==> config.mk <==
export PLATFORM = sky130hd
export DESIGN_NAME = bus_reg_bank_flat
export DESIGN_NICKNAME = d
export VERILOG_FILES = /design/src/rtl/bus_reg_bank_if.sv /design/src/rtl/bus_reg_bank.sv /design/src/flat_wrapper.sv
export SDC_FILE = /design/constraint.sdc
export NUM_CORES = 1
export LEC_CHECK = 0
export ABC_AREA = 1
export CORE_MARGIN = 3
export CORE_UTILIZATION = 57
export DETAILED_ROUTE_END_ITERATION = 8
export GPL_TIMING_DRIVEN = 0
export HOLD_SLACK_MARGIN = 0.1
export PLACE_DENSITY = 0.79
export SYNTH_ARGS = -nofsm -noshare
export SYNTH_HDL_FRONTEND = slang
export SYNTH_SLANG_ARGS = --single-unit
==> constraint.sdc <==
create_clock -name clk -period 2.9 [get_ports clk]
set_clock_uncertainty 0.1 [all_clocks]
set_input_delay 0.58 -clock clk [delete_from_list [all_inputs] [get_ports clk]]
set_output_delay 0.58 -clock clk [all_outputs]
set_load 0.01 [all_outputs]
==> src/rtl/bus_reg_bank_if.sv <==
// Bus interface for bus_reg_bank.
// Groups the command port (bus_in, op_valid, op, sel), the read-back port
// (rd_en, rd_sel, bus_out, rd_valid) and the status outputs
// (out_all, dirty, wrap, err).
//   master : the bus/sequencer side, which drives commands and read requests
//   slave  : the register bank, which drives read-back data and status
interface bus_reg_bank_if #(
   parameter int WIDTH = 8,
   parameter int DEPTH = 4
);
   localparam int SEL_W = $clog2(DEPTH);

   logic [WIDTH-1:0]       bus_in;
   logic                   op_valid;
   logic [2:0]             op;
   logic [SEL_W-1:0]       sel;
   logic                   rd_en;
   logic [SEL_W-1:0]       rd_sel;
   logic [WIDTH-1:0]       bus_out;
   logic                   rd_valid;
   logic [DEPTH*WIDTH-1:0] out_all;
   logic [DEPTH-1:0]       dirty;
   logic                   wrap;
   logic                   err;

   modport master (
      output bus_in, op_valid, op, sel, rd_en, rd_sel,
      input  bus_out, rd_valid, out_all, dirty, wrap, err
   );

   modport slave (
      input  bus_in, op_valid, op, sel, rd_en, rd_sel,
      output bus_out, rd_valid, out_all, dirty, wrap, err
   );
endinterface

==> src/rtl/bus_reg_bank.sv <==
// bus_reg_bank: addressable bank of DEPTH registers, WIDTH bits each.
// Each register has a staging hold word loaded from the bus and a visible
// out word updated by COMMIT / LOAD_COMMIT / INC / DEC / CLEAR. A registered
// read-back port returns out[rd_sel]. All outputs are registered.
// Ports:
//   clk  : rising-edge clock
//   rst  : asynchronous, active-high reset
//   bus  : bus_reg_bank_if.slave (commands, read-back, out_all, dirty,
//          wrap and err pulses)
module bus_reg_bank #(
   parameter int WIDTH = 8,
   parameter int DEPTH = 4
) (
   input logic           clk,
   input logic           rst,
   bus_reg_bank_if.slave bus
);
   localparam int               SEL_W   = $clog2(DEPTH);
   localparam logic [SEL_W:0]   DEPTH_V = (SEL_W + 1)'(DEPTH);
   localparam logic [WIDTH-1:0] ZERO    = {WIDTH{1'b0}};
   localparam logic [WIDTH-1:0] ONE     = {{(WIDTH - 1){1'b0}}, 1'b1};

   typedef enum logic [2:0] {
      OP_NOP         = 3'b000,
      OP_LOAD        = 3'b001,
      OP_COMMIT      = 3'b010,
      OP_LOAD_COMMIT = 3'b011,
      OP_INC         = 3'b100,
      OP_DEC         = 3'b101,
      OP_CLEAR       = 3'b110,
      OP_RSVD        = 3'b111
   } op_e;

   op_e                          op_s;
   logic                         sel_ok_s;
   logic [DEPTH-1:0][WIDTH-1:0]  hold_r;
   logic [DEPTH-1:0][WIDTH-1:0]  hold_nxt_s;
   logic [DEPTH-1:0][WIDTH-1:0]  out_r;
   logic [DEPTH-1:0][WIDTH-1:0]  out_nxt_s;
   logic [DEPTH-1:0]             dirty_r;
   logic [DEPTH-1:0]             dirty_nxt_s;
   logic                         wrap_r;
   logic                         wrap_nxt_s;
   logic                         err_r;
   logic                         err_nxt_s;
   logic [WIDTH-1:0]             rd_data_s;
   logic [WIDTH-1:0]             bus_out_r;
   logic [WIDTH-1:0]             bus_out_nxt_s;
   logic                         rd_valid_r;

   assign op_s = op_e'(bus.op);
   // Only reachable false for non-power-of-2 DEPTH.
   assign sel_ok_s = ({1'b0, bus.sel} < DEPTH_V);

   // Command decode: next hold/out/dirty state plus wrap and err pulses.
   always_comb begin
      hold_nxt_s  = hold_r;
      out_nxt_s   = out_r;
      dirty_nxt_s = dirty_r;
      wrap_nxt_s  = 1'b0;
      err_nxt_s   = 1'b0;
      if (bus.op_valid && (op_s != OP_NOP)) begin
         if ((op_s == OP_RSVD) || !sel_ok_s) begin
            err_nxt_s = 1'b1;
         end else begin
            // Compare against each index rather than indexing by sel so an
            // out-of-range select can never address a missing register.
            for (int i = 0; i < DEPTH; i++) begin
               if (bus.sel == SEL_W'(i)) begin
                  case (op_s)
                     OP_LOAD: begin
                        hold_nxt_s[i]  = bus.bus_in;
                        dirty_nxt_s[i] = 1'b1;
                     end
                     OP_COMMIT: begin
                        out_nxt_s[i]   = hold_r[i];
                        dirty_nxt_s[i] = 1'b0;
                     end
                     OP_LOAD_COMMIT: begin
                        hold_nxt_s[i]  = bus.bus_in;
                        out_nxt_s[i]   = bus.bus_in;
                        dirty_nxt_s[i] = 1'b0;
                     end
                     OP_INC: begin
                        out_nxt_s[i] = out_r[i] + ONE;
                        wrap_nxt_s   = &out_r[i];
                     end
                     OP_DEC: begin
                        out_nxt_s[i] = out_r[i] - ONE;
                        wrap_nxt_s   = (out_r[i] == ZERO);
                     end
                     OP_CLEAR: begin
                        hold_nxt_s[i]  = ZERO;
                        out_nxt_s[i]   = ZERO;
                        dirty_nxt_s[i] = 1'b0;
                     end
                     default: begin
                        hold_nxt_s[i] = hold_r[i];
                     end
                  endcase
               end else begin
                  hold_nxt_s[i] = hold_r[i];
               end
            end
         end
      end else begin
         err_nxt_s = 1'b0;
      end
   end

   // Read-back mux: an out-of-range rd_sel matches nothing and reads zero.
   always_comb begin
      rd_data_s = ZERO;
      for (int i = 0; i < DEPTH; i++) begin
         rd_data_s = rd_data_s | ((bus.rd_sel == SEL_W'(i)) ? out_r[i] : ZERO);
      end
      bus_out_nxt_s = bus.rd_en ? rd_data_s : bus_out_r;
   end

   // State and output registers; read-back samples pre-update out_r.
   always_ff @(posedge clk or posedge rst) begin
      if (rst) begin
         hold_r     <= '0;
         out_r      <= '0;
         dirty_r    <= {DEPTH{1'b0}};
         wrap_r     <= 1'b0;
         err_r      <= 1'b0;
         bus_out_r  <= ZERO;
         rd_valid_r <= 1'b0;
      end else begin
         hold_r     <= hold_nxt_s;
         out_r      <= out_nxt_s;
         dirty_r    <= dirty_nxt_s;
         wrap_r     <= wrap_nxt_s;
         err_r      <= err_nxt_s;
         bus_out_r  <= bus_out_nxt_s;
         rd_valid_r <= bus.rd_en;
      end
   end

   assign bus.out_all  = out_r;
   assign bus.dirty    = dirty_r;
   assign bus.wrap     = wrap_r;
   assign bus.err      = err_r;
   assign bus.bus_out  = bus_out_r;
   assign bus.rd_valid = rd_valid_r;
endmodule

==> src/flat_wrapper.sv <==
// flat-port wrapper written by rule: the top's interface ports become plain ports
module bus_reg_bank_flat 
#(
   parameter int WIDTH = 8,
   parameter int DEPTH = 4
)
  (clk, rst, bus_bus_in, bus_op_valid, bus_op, bus_sel, bus_rd_en, bus_rd_sel, bus_bus_out, bus_rd_valid, bus_out_all, bus_dirty, bus_wrap, bus_err);
  bus_reg_bank_if #(.WIDTH(WIDTH), .DEPTH(DEPTH)) bus_i ();
  input logic clk;
  input logic rst;
  input wire logic [$bits(bus_i.bus_in)-1:0] bus_bus_in;
  input wire logic [$bits(bus_i.op_valid)-1:0] bus_op_valid;
  input wire logic [$bits(bus_i.op)-1:0] bus_op;
  input wire logic [$bits(bus_i.sel)-1:0] bus_sel;
  input wire logic [$bits(bus_i.rd_en)-1:0] bus_rd_en;
  input wire logic [$bits(bus_i.rd_sel)-1:0] bus_rd_sel;
  output wire logic [$bits(bus_i.bus_out)-1:0] bus_bus_out;
  output wire logic [$bits(bus_i.rd_valid)-1:0] bus_rd_valid;
  output wire logic [$bits(bus_i.out_all)-1:0] bus_out_all;
  output wire logic [$bits(bus_i.dirty)-1:0] bus_dirty;
  output wire logic [$bits(bus_i.wrap)-1:0] bus_wrap;
  output wire logic [$bits(bus_i.err)-1:0] bus_err;
  assign bus_i.bus_in = bus_bus_in;
  assign bus_i.op_valid = bus_op_valid;
  assign bus_i.op = bus_op;
  assign bus_i.sel = bus_sel;
  assign bus_i.rd_en = bus_rd_en;
  assign bus_i.rd_sel = bus_rd_sel;
  assign bus_bus_out = bus_i.bus_out;
  assign bus_rd_valid = bus_i.rd_valid;
  assign bus_out_all = bus_i.out_all;
  assign bus_dirty = bus_i.dirty;
  assign bus_wrap = bus_i.wrap;
  assign bus_err = bus_i.err;
  bus_reg_bank #(.WIDTH(WIDTH), .DEPTH(DEPTH)) u_core (.clk(clk), .rst(rst), .bus(bus_i));
endmodule
### Word level (Yosys, flattened, before mapping)

Index checks and enable logic that the tools add are counted.

* $add $sub $neg: 8
* muxes and demuxes: 22
* reduce and logical (&&, ||, !) cells: 29
* equality and inequality tests: 13
* bitwise operators: 4

Operators by type and width (count)
* one-hot mux 8 bit (5 select lines): 4
* AND reduction 4 bit: 12
* adder 8 x 1 -> 8 bit, second input constant: 4
* zero test 8 bit: 4
* two-way mux 8 bit: 4
* AND reduction 8 bit: 4
* subtractor 8 x 1 -> 8 bit, second input constant: 4
* bitwise OR 8 bit: 3
* one-hot mux 8 bit (2 select lines): 1
* equality test 3 bit, second input constant: 4
* one-hot mux 1 bit (2 select lines): 5
* equality test 2 bit, second input constant: 4
* two-way mux 1 bit: 8
* equality test 3 x 2 -> 1 bit, second input constant: 2
* nonzero test 5 bit: 1
* equality test 2 x 1 -> 1 bit, second input constant: 2
* zero test 2 bit: 2
* nonzero test 2 bit: 2
* equality test 3 x 1 -> 1 bit, second input constant: 1
* nonzero test 3 bit: 1
* OR reduction 3 bit: 1
* OR reduction 2 bit: 1
* logical AND 1 bit: 1
* NOT 1 bit: 1

* logic and storage cells: 92
* bits in registers: 79
* output and inout port bits: 47

### Depth between registers and ports, before layout

Gate-level depths: netlist of the first run.

* depth after elaboration: 11
* depth in mapped cells: 15

### Worst setup path after synthesis of the first run

OpenSTA, ideal clock, no wires.

* kind: input-to-reg
* from: input port bus_op[0]
* to: register u_core.out_r, in the netlist u_core.bus.out_all[27]
* arrival time: 2905 ps
* path buffers: 1
* cell stages on the path: 9
* data required time: 2672 ps
* library setup time: 128 ps
* slack: -234 ps
* cells stage by stage: buf_4 -> nand2_1 -> nor2_1 -> ha_1 -> a21oi_1 -> nand2_1 -> or2_2 -> nand3_1 -> a31oi_1

* longest elaborated chain between the ends: 3
* elaborated cells on any way between the ends: 12
* classes of those cells: eq/ne (6); mux (1); bitwise (1); reduce/logical (4)

RTL lines
* start: declaration: RTL line flat_wrapper.sv:13 `input wire logic [$bits(bus_i.op)-1:0] bus_op;`
* equality test 3 x 2 -> 1 bit, or another cell as far along: RTL line bus_reg_bank.sv:70 `case (op_s)`
* nonzero test 5 bit (no line), or another cell as far along
* AND reduction 4 bit (no line)
* end signal: assignment: RTL line bus_reg_bank.sv:132 `out_r <= out_nxt_s;`
* end: declaration: RTL line bus_reg_bank.sv:38 `logic [DEPTH-1:0][WIDTH-1:0] out_r;`

Parallel ways exist; a longest one is shown, timed or not.
A chain may end at the register's enable or synchronous reset.

### Final worst setup path of the first run

* from: input port bus_op[2]
* to: register u_core.out_r, in the netlist u_core.bus.out_all[14]

Same word-level chain as after synthesis.

==> results of run 1 <==
[worst paths after layout]
| check | cells after the start | end | slack [ps] |
|---|---|---|---|
| min in group clk | 2 | u_core.hold_r[0] | 410 |
| min reg2reg | 2 | u_core.hold_r[0] | 410 |
| min | 2 | u_core.bus.out_all[10] | 340 |
| max | 15 | u_core.bus.out_all[14] | 170 |
| max reg2reg | 12 | u_core.bus.out_all[14] | 840 |
| max in group asynchronous | 3 | u_core.hold_r[28] | 1780 |
[routing by layer]
| metal | global-route usage | vias to the layer above | wire [um] |
|---|---|---|---|
| li1 | - | 2581 | - |
| met1 | 0.470 | 2523 | 7120 |
| met2 | 0.508 | 286 | 7550 |
| met3 | 0.0928 | 61 | 1690 |
| met4 | 0.144 | 0 | 790 |
| met5 | 0 | - | 0 |
[synth_stat cells]
cell type | count | area, um^2
a21o_1 | 4 | 30.0
a21oi_1 | 66 | 330
a21oi_4 | 1 | 16.3
a221oi_1 | 1 | 8.76
a31oi_1 | 8 | 50.1
buf_1 | 1 | 3.75
buf_2 | 2 | 10.0
buf_4 | 2 | 15.0
buf_6 | 4 | 45.0
clkbuf_1 | 5 | 18.8
dfrtp_1 | 79 | 1980
fa_1 | 4 | 80.1
ha_1 | 24 | 300
inv_1 | 107 | 402
inv_2 | 4 | 15.0
inv_4 | 1 | 6.26
nand2_1 | 214 | 803
nand2_2 | 5 | 31.3
nand2_4 | 1 | 11.3
nand3_1 | 41 | 205
nand3b_1 | 4 | 30.0
nor2_1 | 64 | 240
nor2_2 | 2 | 12.5
nor2_4 | 1 | 11.3
nor3_1 | 4 | 20.0
nor3_4 | 4 | 65.1
o211ai_1 | 1 | 7.51
o21ai_0 | 73 | 365
o21ai_1 | 2 | 10.0
o21ai_2 | 6 | 52.6
o221ai_1 | 2 | 17.5
o22ai_1 | 6 | 37.5
o31ai_1 | 1 | 7.51
or2_2 | 2 | 12.5
xor2_1 | 4 | 35.0
[per-stage QoR]
step | power [mW] | worst slack (ps) | hold WS [ps]
after global placement | 3.20 | -1090 | 384
after CTS | 4.11 | 15.2 | 345
after floorplan | 2.55 | 171 | 368
after detailed placement | 3.26 | -938 | 390
final | 4.14 | 167 | 342
after global routing | 4.40 | 14.6 | 346
[power by group through the flow]
stage	Combinational, mW	Clock (mW)	Sequential [mW]
floorplan	0.885	0	1.67
global placement	1.53	0	1.67
detailed placement	1.58	0	1.68
CTS	1.60	0.849	1.66
global route	1.80	0.898	1.70
finish	1.62	0.852	1.67
[area by class of cell]
type / count / area [um^2]
clock buffer: 11 / 141
timing repair buffer: 67 / 693
fill: 779 / 2510
sequential: 79 / 1980
clock inverter: 5 / 57.6
multi-input combinational: 546 / 2820
inverter: 112 / 425
buffer: 14 / 92.6
tap: 108 / 135
[registers in the layout, summed over array words and instances (netlist names)]
signal	cells
u_core.bus.err	1
u_core.bus.rd_valid	1
u_core.bus.bus_out	8
u_core.hold_r	32
u_core.bus.dirty	4
u_core.bus.out_all	32
u_core.bus.wrap	1
[worst register-to-register path: stages (launching register included)]
cell	delay [ps]
dfrtp_1	460
inv_1	150
fa_1	470
inv_1	70
nand3_1	60
nand2_1	110
nand3_1	100
nand2_1	70
nand2_1	50
nand3_1	70
nand2_1	80
nand2_1	110
nand2_1	50
[logic make-up (layout without fill, tap and decap cells)]
kind of cell	after synthesis	after routing	synth area share
flip-flops	79	79	0.374
buffers and inverters	126	209	0.0976
XOR/XNOR	4	4	0.00663
AND/OR/NAND/NOR	342	343	0.273
AO/OA/AOI/OAI	171	171	0.177
adder cells (fa/ha/maj)	28	28	0.0720
[what timing repair did]
| action | 4_1_cts | 5_1_grt |
|---|---|---|
| buffers inserted | 0 | 3 |
| hold endpoints to repair | 0 | 0 |
| pin swaps | 1 | 1 |
| gates resized for setup | 3 | 1 |
| endpoints found under the setup margin | 25 | 19 |
| cloned | 1 | 0 |
==> metrics.csv, run 1 <==
stage;metric;value;unit
power_and_ir_drop;ir_drop;448;uV
yosys;ys_seq_area_frac;0.374;
drt;dr.pass1.iters;6;
drt;route.detailed.drc;0;
final_layout;area_delta_synth_final;19.9;%
critical_path;cp-startpoint;bus_op[2];
power_and_ir_drop;p_int;2.50;mW
yosys;syn_avg_cell_area;7.05;um^2
yosys;synthCells;750;
clock_network;htree_levels;3;
critical_path;worstReg2RegStart;u_core.bus.out_all[8];
power_and_ir_drop;powerDensity;653;nW/um^2
clock_network;holdBufCountCts;0;
final_layout;postLayoutCoreUtil;0.716;
power_and_ir_drop;pwr-share-seq;0.404;
floorplan;fp-row-count;34;
yosys;syn_nets;797;
sta;clock.fmax;0.366;GHz
final_layout;layout.cells.non_filler;942;
grt;grt_max_degree;75;
yosys;ys_ff_latch;79;
final_layout;layout_commonest_cell;nand2_1;
placement;postPlaceCellArea;6080;um^2
critical_path;cp.required;3060;ps
drt;ant_nets;0;
placement;post-dp-hpwl;12.2;mm
grt;grt_antenna_before_repair;0;
critical_path;slowest_delay;560;ps
floorplan;die_x;102;um
power_and_ir_drop;p_clk_frac;0.206;
final_layout;nets;876;
sta;finalMaxSlewViolations;0;
run;cap_violations;0;
final_layout;drive_above_1_share;0.0707;
sta;period_needed;2730;ps
placement;io_buffers;63;
critical_path;cp-end-kind;flip-flop;
power_and_ir_drop;p_switching;1.64;mW
drt;num_vias;5451;
clock_network;clock-sinks;79;
grt;grt_pass1_vias;5160;
power_and_ir_drop;combPwrFrac;0.391;
placement;place_inst;922;
clock_network;clockBufferDepth;2;
final_layout;postLayoutCellArea;6340;um^2
sta;rsz0062_at_grt;false;
clock_network;clk_latency;360;ps
clock_network;clk_pin_slew;80;ps
floorplan;ios;66;
critical_path;cp-start-kind;input port;
drt;routed_wl;17.1;mm
grt;grt.overflow.total;0;
critical_path;critPathBufInv;3;
drt;wire_per_inst;18.2;um
clock_network;cts-root-buf;clkbuf_8;
floorplan;start_util;0.597;
sta;finalSetupTns;0;ps
drt;vias_per_cell;5.79;
critical_path;worstSetupPathType;input port to flip-flop;
critical_path;critical_path_arrival;2890;ps
yosys;yosys_warnings;0;
drt;initialDrtViolationCount;455;
sta;finalCritPeriodShare;0.943;
hold_path;hold_class;input port to async pin;
sta;relSlewSlack;0.348;
clock_network;cts_buffers;9;
floorplan;core_area;8850;um^2
sta;worst_slew_pin_slew;971;ps
critical_path;cpLargestDelayFamily;simple AND/OR/NAND/NOR gates;
floorplan;dieHeight;102;um
final_layout;num_antenna_cells;0;
outcome;outcome;completed;
final_layout;layout_common_cells;212 x nand2_1, 106 x inv_1, 79 x dfrtp_1, 73 x o21ai_0, 66 x a21oi_1;
power_and_ir_drop;power.leakage;3.18;nW
critical_path;path_common_cell;nand2_1;
placement;gp_congestion;0.982;
critical_path;slowest_stage;clkdlybuf4s50_1;
yosys;syn_area;5280;um^2
grt;grt_pass1_wl;26.7;mm
clock_network;tritoncts;yes;
sta;finalSetupViolations;0;
sta;hold_violations;0;
critical_path;cp_max_fo;8;
grt;grt_usage;0.341;
floorplan;dieArea;10500;um^2
yosys;ys_types;35;
power_and_ir_drop;swShare;0.397;
critical_path;path_cells;clkdlybuf4s50_1 > nand2_2 > inv_1 > nand2_2 > fa_1 > inv_1 > nand3_1 > nand2_1 > nand3_1 > nand2_1 > nand2_1 > nand3_1 > nand2_1 > nand2_1 > nand2_1;
(Power assumes the default switching activity.)
==> inputs of run 2 (changes only) <==
CTS_CLUSTER_DIAMETER = 100   (was not set)
==> results of run 2 <==
Final layout, timing and power as in run 1 (identical DEF).
==> inputs of run 3 (changes only) <==
ABC_CLOCK_PERIOD_IN_PS = 2900   (was not set)
CORE_MARGIN = 2   (was 3)
==> run 3 against run 2 <==
Final cell count up 0.32%. Critical path depth shrank 3. Global-route usage is 0.34 points higher. First-iteration DRC count up 4.8%. Critical path type unchanged. Maximum frequency grew 0.59%. Hold slack improved by 90 ps. Clock-buffer cell count increased by 1. Via count shrank 1.4%. Die area is 3.9% lower. Critical endpoint unchanged.
==> metrics.csv, run 3 (same netlist as run 1, synthesis figures left out) <==
stage;metric;value;unit
hold_path;hold_depth;2;
grt;grt_pass1_vias;4920;
sta;clock.fmax;0.368;GHz
critical_path;cpLargestDelayFamily;simple AND/OR/NAND/NOR gates;
final_layout;layout_common_cells;212 x nand2_1, 106 x inv_1, 79 x dfrtp_1, 73 x o21ai_0, 66 x a21oi_1;
final_layout;area_delta_synth_final;20.4;%
critical_path;cp.required;3050;ps
final_layout;ff_latch_area;1980;um^2
grt;grt_pass1_wl;26.1;mm
hold_path;hold_class;flip-flop to flip-flop;
grt;grt_max_degree;47;
floorplan;fp-row-count;35;
floorplan;dieArea;10100;um^2
placement;gp_congestion;0.939;
placement;post-dp-hpwl;12.1;mm
floorplan;die_x;100;um
clock_network;clk_latency;360;ps
sta;relSlewSlack;0.419;
clock_network;clock-sinks;79;
sta;finalSetupViolations;0;
critical_path;cp-end-kind;flip-flop;
drt;initialDrtViolationCount;477;
drt;routed_wl;16.7;mm
critical_path;r2r_cells;12;
critical_path;r2r_slack;860;ps
sta;finalSetupTns;0;ps
drt;dr.pass1.iters;7;
power_and_ir_drop;p_switching;1.62;mW
power_and_ir_drop;pwr-share-seq;0.400;
critical_path;path_common_cell;nand2_1;
power_and_ir_drop;power.leakage;3.20;nW
sta;rsz0062_at_grt;false;
critical_path;cp-start-kind;input port;
sta;finalCritPeriodShare;0.937;
outcome;outcome;completed;
floorplan;dieHeight;100;um
drt;route.detailed.drc;0;
drt;wire_per_inst;17.7;um
clock_network;holdBufCountCts;0;
power_and_ir_drop;p_int;2.55;mW
power_and_ir_drop;ir_drop;335;uV
clock_network;cts-root-buf;clkbuf_8;
floorplan;start_util;0.580;
clock_network;clockBufferDepth;2;
critical_path;critPathBufInv;1;
grt;grt.overflow.total;0;
final_layout;num_antenna_cells;0;
final_layout;nFillCells;765;
drt;ant_nets;0;
sta;worst_slew_pin_slew;865;ps
drt;num_vias;5376;
final_layout;nets;876;
hold_path;hold_end;u_core.hold_r[0];
floorplan;ios;66;
sta;fin_ws;183;ps
critical_path;r2r-end;u_core.bus.out_all[14];
hold_path;hold_start;u_core.hold_r[0];
critical_path;worstSetupPathType;input port to flip-flop;
grt;grt_antenna_before_repair;0;
final_layout;multiInputGateArea;2820;um^2
power_and_ir_drop;p_clk_frac;0.215;
placement;place_inst;925;
sta;hold_violations;0;
critical_path;cp_max_fo;14;
critical_path;slowest_delay;550;ps
final_layout;drive_above_1_share;0.0719;
final_layout;layout.cells.non_filler;945;
clock_network;htree_levels;3;
sta;period_needed;2720;ps
placement;io_buffers;63;
grt;grt_usage;0.345;
critical_path;worstReg2RegStart;u_core.bus.out_all[8];
critical_path;critical_path_arrival;2870;ps
power_and_ir_drop;swShare;0.388;
drt;vias_per_cell;5.69;
clock_network;clk_pin_slew;80;ps
critical_path;slowest_stage;clkdlybuf4s50_1;
sta;finalMaxSlewViolations;0;
floorplan;core_area;9110;um^2
placement;post-place-ws;-877;ps
power_and_ir_drop;combPwrFrac;0.385;
run;cap_violations;0;
clock_network;cts_buffers;9;
final_layout;layout_commonest_cell;nand2_1;
critical_path;path_cells;clkdlybuf4s50_1 > nand2_2 > nor2_4 > ha_1 > a21oi_1 > nand2_1 > nand3_1 > nand3b_1 > nand3_1 > nand2_1 > nand2_1 > nand2_1;
power_and_ir_drop;powerDensity;654;nW/um^2
clock_network;tritoncts;yes;
## run 3: cell count changes in the layout (fill, tap and decap cells not counted)
cell / before / now
inv_6: 0 / 1
clkbuf_1: 6 / 5
clkbuf_8: 10 / 12
nand2_2: 7 / 6
nand2_4: 1 / 2
clkinvlp_4: 3 / 1
## run 3: worst reg2reg max path: stages (launching register included)
cell and delay (ps):
dfrtp_1 470, inv_1 150, fa_1 480, inv_1 70, nand3_1 60, nand2_1 110
nand3_1 100, nand2_1 70, nand2_1 50, nand3_1 70, nand2_1 60, nand2_1 90
nand2_1 50
## run 3: what timing repair did
action	4_1_cts	5_1_grt
buffers inserted	0	3
gates resized for setup	3	2
pin swaps	1	1
gates cloned	1	0
setup endpoints to repair	25	14
## run 3: worst max path at each step
stage | end | slack [ps] | cells after the start | startpoint
2_1_floorplan | u_core.bus.out_all[27] | 170 | 9 | bus_op[0]
3_3_place_gp | u_core.bus.out_all[22] | -1080 | 2 | rst
6_report | u_core.bus.out_all[14] | 180 | 12 | bus_op[2]
4_1_cts | u_core.bus.out_all[13] | 90 | 13 | bus_op[2]
5_1_grt | u_core.bus.out_all[6] | 60 | 15 | bus_op[2]
3_5_place_dp | u_core.bus.out_all[23] | -880 | 12 | bus_op[2]
## run 3: final cells by class
type	instances	share of cell area
multi-input cells	546	0.443
clock buffers	12	0.0260
well taps	111	0.0218
flip-flops and latches	79	0.311
clock inverters	4	0.00806
repair buffers	67	0.109
plain buffers	14	0.0145
inverters	112	0.0669
## run 3: power by group through the flow
| stage | combinational, mW | clock, mW | sequential (mW) |
|---|---|---|---|
| after detailed placement | 1.57 | 0 | 1.68 |
| after global routing | 1.78 | 0.951 | 1.70 |
| final | 1.60 | 0.895 | 1.66 |
| after global placement | 1.52 | 0 | 1.67 |
| after CTS | 1.58 | 0.897 | 1.65 |
| after floorplan | 0.885 | 0 | 1.67 |
## run 3: per-layer routing
| layer | routed length, um | global-route usage | share of wire | vias up |
|---|---|---|---|---|
| met5 | 0 | 0 | 0 | - |
| met4 | 663 | 0.141 | 0.040 | 0 |
| met3 | 1500 | 0.0550 | 0.090 | 50 |
| met2 | 7690 | 0.531 | 0.46 | 284 |
| met1 | 6860 | 0.487 | 0.41 | 2457 |
| li1 | - | - | - | 2585 |
## run 3: through the flow
stage          hold slack [ps]  utilization  cell area (um^2)  total power [mW]
3_5_place_dp               415        0.668              6090              3.24
6_report                   432        0.699              6360              4.16
5_1_grt                    456        0.699              6360              4.43
3_3_place_gp               388        0.665              6060              3.19
2_1_floorplan              368            -              5290              2.55
4_1_cts                    432        0.694              6320              4.14
